## config.mk

```make
export PLATFORM = sky130hd
export DESIGN_NAME = score_fetch_controller
export DESIGN_NICKNAME = d
export VERILOG_FILES = /design/src/rtl/score_fetch_controller.sv
export SDC_FILE = /design/constraint.sdc
export NUM_CORES = 1
export LEC_CHECK = 0
export CAP_MARGIN = 20
export CORE_MARGIN = 3
export CORE_UTILIZATION = 49
export CTS_BUF_LIST = sky130_fd_sc_hd__clkbuf_4
export DETAILED_ROUTE_END_ITERATION = 12
export PLACE_DENSITY = 0.81
export SLEW_MARGIN = 20
export SYNTH_ARGS = -nofsm -noshare
export SYNTH_HDL_FRONTEND = slang
export SYNTH_SLANG_ARGS = --single-unit
```

## constraint.sdc

```tcl
create_clock -name clk -period 3.6 [get_ports clk]
set_clock_uncertainty 0.2 [all_clocks]
set_input_delay 1.08 -clock clk [delete_from_list [all_inputs] [get_ports clk]]
set_output_delay 1.08 -clock clk [all_outputs]
set_load 0.005 [all_outputs]
```

## src/rtl/score_fetch_controller.sv

```systemverilog
// Sequences the three neighbour reads (diag, up, left) for every cell of an
// (N+1)x(N+1) score matrix, then hands the registered neighbours to the scoring datapath.
module score_fetch_controller #(
    parameter int N      = 8,
    parameter int ADDR_W = 7
) (
    input  logic              clk,
    input  logic              rst,
    input  logic              start,
    input  logic              cell_ack,
    output logic              ram_rd_en,
    output logic [ADDR_W-1:0] ram_addr,
    output logic              en_read,
    output logic [1:0]        count,
    output logic              signal,
    output logic              cell_valid,
    output logic [ADDR_W-1:0] cell_i,
    output logic [ADDR_W-1:0] cell_j,
    output logic [ADDR_W-1:0] wr_addr,
    output logic              busy,
    output logic              done
);

    localparam logic [ADDR_W-1:0] ROW_STEP = ADDR_W'(N + 1);
    localparam logic [ADDR_W-1:0] LAST     = ADDR_W'(N);
    localparam logic [ADDR_W-1:0] ONE      = ADDR_W'(1);

    typedef enum logic [2:0] {
        IDLE, RD_DIAG, RD_UP, RD_LEFT, CAP_LEFT, PRESENT, WAIT_ACK, DONE
    } state_t;

    state_t            state, state_nxt;
    logic [ADDR_W-1:0] i_q, j_q;
    logic [ADDR_W-1:0] row_base;
    logic [ADDR_W-1:0] prev_base;

    // row_base always equals i*(N+1); the row above is one step back.
    assign prev_base = row_base - ROW_STEP;
    assign wr_addr   = row_base + j_q;
    assign cell_i    = i_q;
    assign cell_j    = j_q;
    assign busy      = (state != IDLE);

    always_ff @(posedge clk or negedge rst) begin
        if (!rst) begin
            state    <= IDLE;
            i_q      <= '0;
            j_q      <= '0;
            row_base <= '0;
        end else begin
            state <= state_nxt;
            if (state == IDLE && start) begin
                i_q      <= ONE;
                j_q      <= ONE;
                row_base <= ROW_STEP;
            end else if (state == WAIT_ACK && cell_ack) begin
                if (j_q < LAST) begin
                    j_q <= j_q + ONE;
                end else if (i_q < LAST) begin
                    i_q      <= i_q + ONE;
                    j_q      <= ONE;
                    row_base <= row_base + ROW_STEP;
                end
            end
        end
    end

    always_comb begin
        state_nxt  = state;
        ram_rd_en  = 1'b0;
        ram_addr   = '0;
        en_read    = 1'b0;
        count      = 2'd0;
        signal     = 1'b0;
        cell_valid = 1'b0;
        done       = 1'b0;
        case (state)
            IDLE: begin
                if (start) state_nxt = RD_DIAG;
            end
            RD_DIAG: begin
                ram_rd_en = 1'b1;
                ram_addr  = prev_base + j_q - ONE;
                state_nxt = RD_UP;
            end
            // en_read trails each read by one cycle to line up with RAM data.
            RD_UP: begin
                ram_rd_en = 1'b1;
                ram_addr  = prev_base + j_q;
                en_read   = 1'b1;
                count     = 2'd0;
                state_nxt = RD_LEFT;
            end
            RD_LEFT: begin
                ram_rd_en = 1'b1;
                ram_addr  = row_base + j_q - ONE;
                en_read   = 1'b1;
                count     = 2'd1;
                state_nxt = CAP_LEFT;
            end
            CAP_LEFT: begin
                en_read   = 1'b1;
                count     = 2'd2;
                state_nxt = PRESENT;
            end
            PRESENT: begin
                signal    = 1'b1;
                state_nxt = WAIT_ACK;
            end
            WAIT_ACK: begin
                cell_valid = 1'b1;
                if (cell_ack) begin
                    if (j_q < LAST || i_q < LAST) state_nxt = RD_DIAG;
                    else                          state_nxt = DONE;
                end
            end
            DONE: begin
                done      = 1'b1;
                state_nxt = IDLE;
            end
            default: state_nxt = IDLE;
        endcase
    end

endmodule

```

==> impl_metrics.toml <==
[routing]
viasPerCell = 6.25
wire_per_inst_um = 21.1
first_pass_iters = 5
drtAntennaViolNets = 0
drc = 0
wirelength_um = 8940
drt_iter0_drc = 190
vias = 2644

[logic_synthesis]
synth_cells = 262
synth_compound_area_frac = 0.166
synth_seq_area_share = 0.272
syn_area_sq_um = 2210
synth-adder-area-share = 0.141
ys_seq_elements = 24
yosys-mux-area-fraction = 0.0227
synthTopCellsByArea = "dfrtp_1 27%, ha_1 11%, xnor2_1 5.2%, nor2_1 4.9%, inv_1 4.6%"
synthFlopType = "dfrtp_1"
synth_edf_count = 0
ys.warnings.count = 0
synth_cell_types = 56
yosys.area.top_type = "dfrtp_1"
synthTopCellsByCount = "29 x nor2_1, 27 x inv_1, 24 x dfrtp_1"
synth_most_common_cell = "nor2_1"
synth_top_family_by_area = "simple AND/OR/NAND/NOR gates"
syn_avg_cell_area_sq_um = 8.42
synthArstFlopShare = 1.00
synth_xor_area_frac = 0.0862
synth.top_cell.area_share = 0.272
syn_nets = 289
yosys.area_share.simple = 0.250

[run_status]
failed_checks = "negative setup slack"
outcome = "finished, violations left"

[timing]
period_minus_slack_ns = 4.27
tightest_slew_ns = 0.870
slew_headroom = 0.418
rsz0062_at_grt = "true"
hold_viol = 0
setup_viol = 7
slew_violations = 0
max_freq_mhz = 234
final.period_utilization = 1.19
setup_ws_ns = -0.674

[power]
peakVddDrop_mv = 0.522
power_mw = 3.24
p_per_area_nw_per_um2 = 907
leakagePower_nw = 1.64

[die]
rows = 23
die_h_um = 73.1
io_pins = 40
dieArea_sq_um = 5350
start_util = 0.529
core-area_sq_um = 4170
die_x_um = 73.1

[grt]
grt_usage = 0.288
grt_pass1_wl_um = 12000
grt_pass1_vias = 2615
grt_max_degree = 25
grt_overflow = 0
antenna_found_initial = 0

[min_path]
hold_start = "cell_i[5]"
hold_depth = 1
holdPathEnd = "cell_i[5]"
hp-class = "reg -> reg"

[clock_network]
clock-sinks = 24
cts.clk_slew.worst_paths_ns = 0.14
cts_tree = "yes"
root_buffer = "clkbuf_4"
htreeDepth = 1
worstSkewPairLatency_ns = 0.33
clock_path_buffers = 2
ctsHoldBuffers = 0
cts_buffers = 3

[cells_and_area]
nets = 401
post-route-util = 0.856
diodes = 0
area_growth_pct = 61.8
drive_gt1_frac = 0.416

[critical_path]
cp_max_fo = 3
rr_worst_depth = 8
start_kind = "register"
worstPathRequired_ns = 2.32
end_kind = "output pin"
r2r_end = "row_base[5]"
arrival_ns = 2.99
rrSetupSlack_ns = 1.27
crit_path_start = "row_base[2]"
r2r_start = "state[1]"
crit_type = "reg -> out"

[run]
cap_violations = 0

[placement]
port_buffers = 39
dp_hpwl_um = 4890
gp_congestion = 0.884
-- registers in the layout (all words and copies together), names as in the netlist --
| register | cells |
|---|---|
| cell_i | 7 |
| cell_j | 7 |
| row_base | 7 |
| state | 3 |
-- cells by family after synthesis --
family	count (synthesis)
AOI/OAI and AO/OA	51
and+or+nand+nor	104
adders and majority gates	23
buffers and inverters	35
muxes	5
xor gates and xnor gates	20
DFF	24
-- worst max-delay path, cell delays in order (launching register included) --
cell      delay, ns
dfrtp_1        0.40
inv_2          0.07
ha_4           0.28
inv_1          0.04
ha_1           0.33
a211oi_2       0.25
buf_4          0.16
o21bai_1       0.12
a211oi_1       0.49
nor3_1         0.16
a31oi_4        0.17
nand2_1        0.08
buf_2          0.13
-- worst max path at each step --
stage | to | slack (ns) | depth (start not counted)
final | ram_addr[6] | -0.67 | 12
after global routing | ram_addr[6] | -0.70 | 12
after CTS | ram_addr[5] | -0.42 | 13
after detailed placement | ram_addr[5] | -0.56 | 13
after global placement | ram_addr[5] | -0.41 | 9
after floorplan | ram_addr[5] | -0.08 | 12
-- final cells by class --
class	count	area, sq um
Fill cell	221	601
Multi-Input combinational cell	203	1800
Clock buffer	3	22.5
Inverter	28	110
Tap cell	50	62.6
Clock inverter	1	30.0
Sequential cell	24	602
Timing Repair Buffer	114	948
-- layout by cell type, fill, tap and decap left out, drive strengths merged, types with 3 or more instances in the layout --
master,count
nor4,6
buf,83
mux2i,5
nor3,7
or4,3
nor2,30
a21oi,12
inv,27
nand2b,5
clkdlybuf4s50,27
o21ai,13
clkbuf,4
a31oi,3
fa,3
a211oi,5
xor2,6
ha,20
dfrtp,24
and3,4
nand3,15
and2,9
nand2,16
xnor2,14
-- metrics by stage --
step,hold slack [ns],worst slack (ns),instance area (sq um),TNS [ns],cells
floorplan,0.292,-0.0804,2240,-0.0804,262
global placement,0.291,-0.415,3080,-1.91,400
detailed placement,0.294,-0.557,3080,-2.53,400
CTS,0.351,-0.421,3300,-1.57,418
global route,0.376,-0.703,3570,-3.30,423
finish,0.350,-0.674,3570,-2.73,423
-- metal layers --
layer	share of wire	global-route usage	up-vias
li1	-	-	1142
met1	0.38	0.333	1277
met2	0.51	0.517	172
met3	0.059	0.0289	53
met4	0.057	0.152	0
met5	0	0	-
-- where the power goes --
part	internal (mW)	switching (mW)
clock network	0.113	0.0873
logic	1.31	1.39
registers	0.305	0.0332
total	1.73	1.51
-- timing repair --
action,CTS,global route
setup endpoints to repair,10,11
buffers inserted,17,5
resized for setup,64,52
pin swaps,33,23
Note: power is estimated with default switching activity, not from simulation.
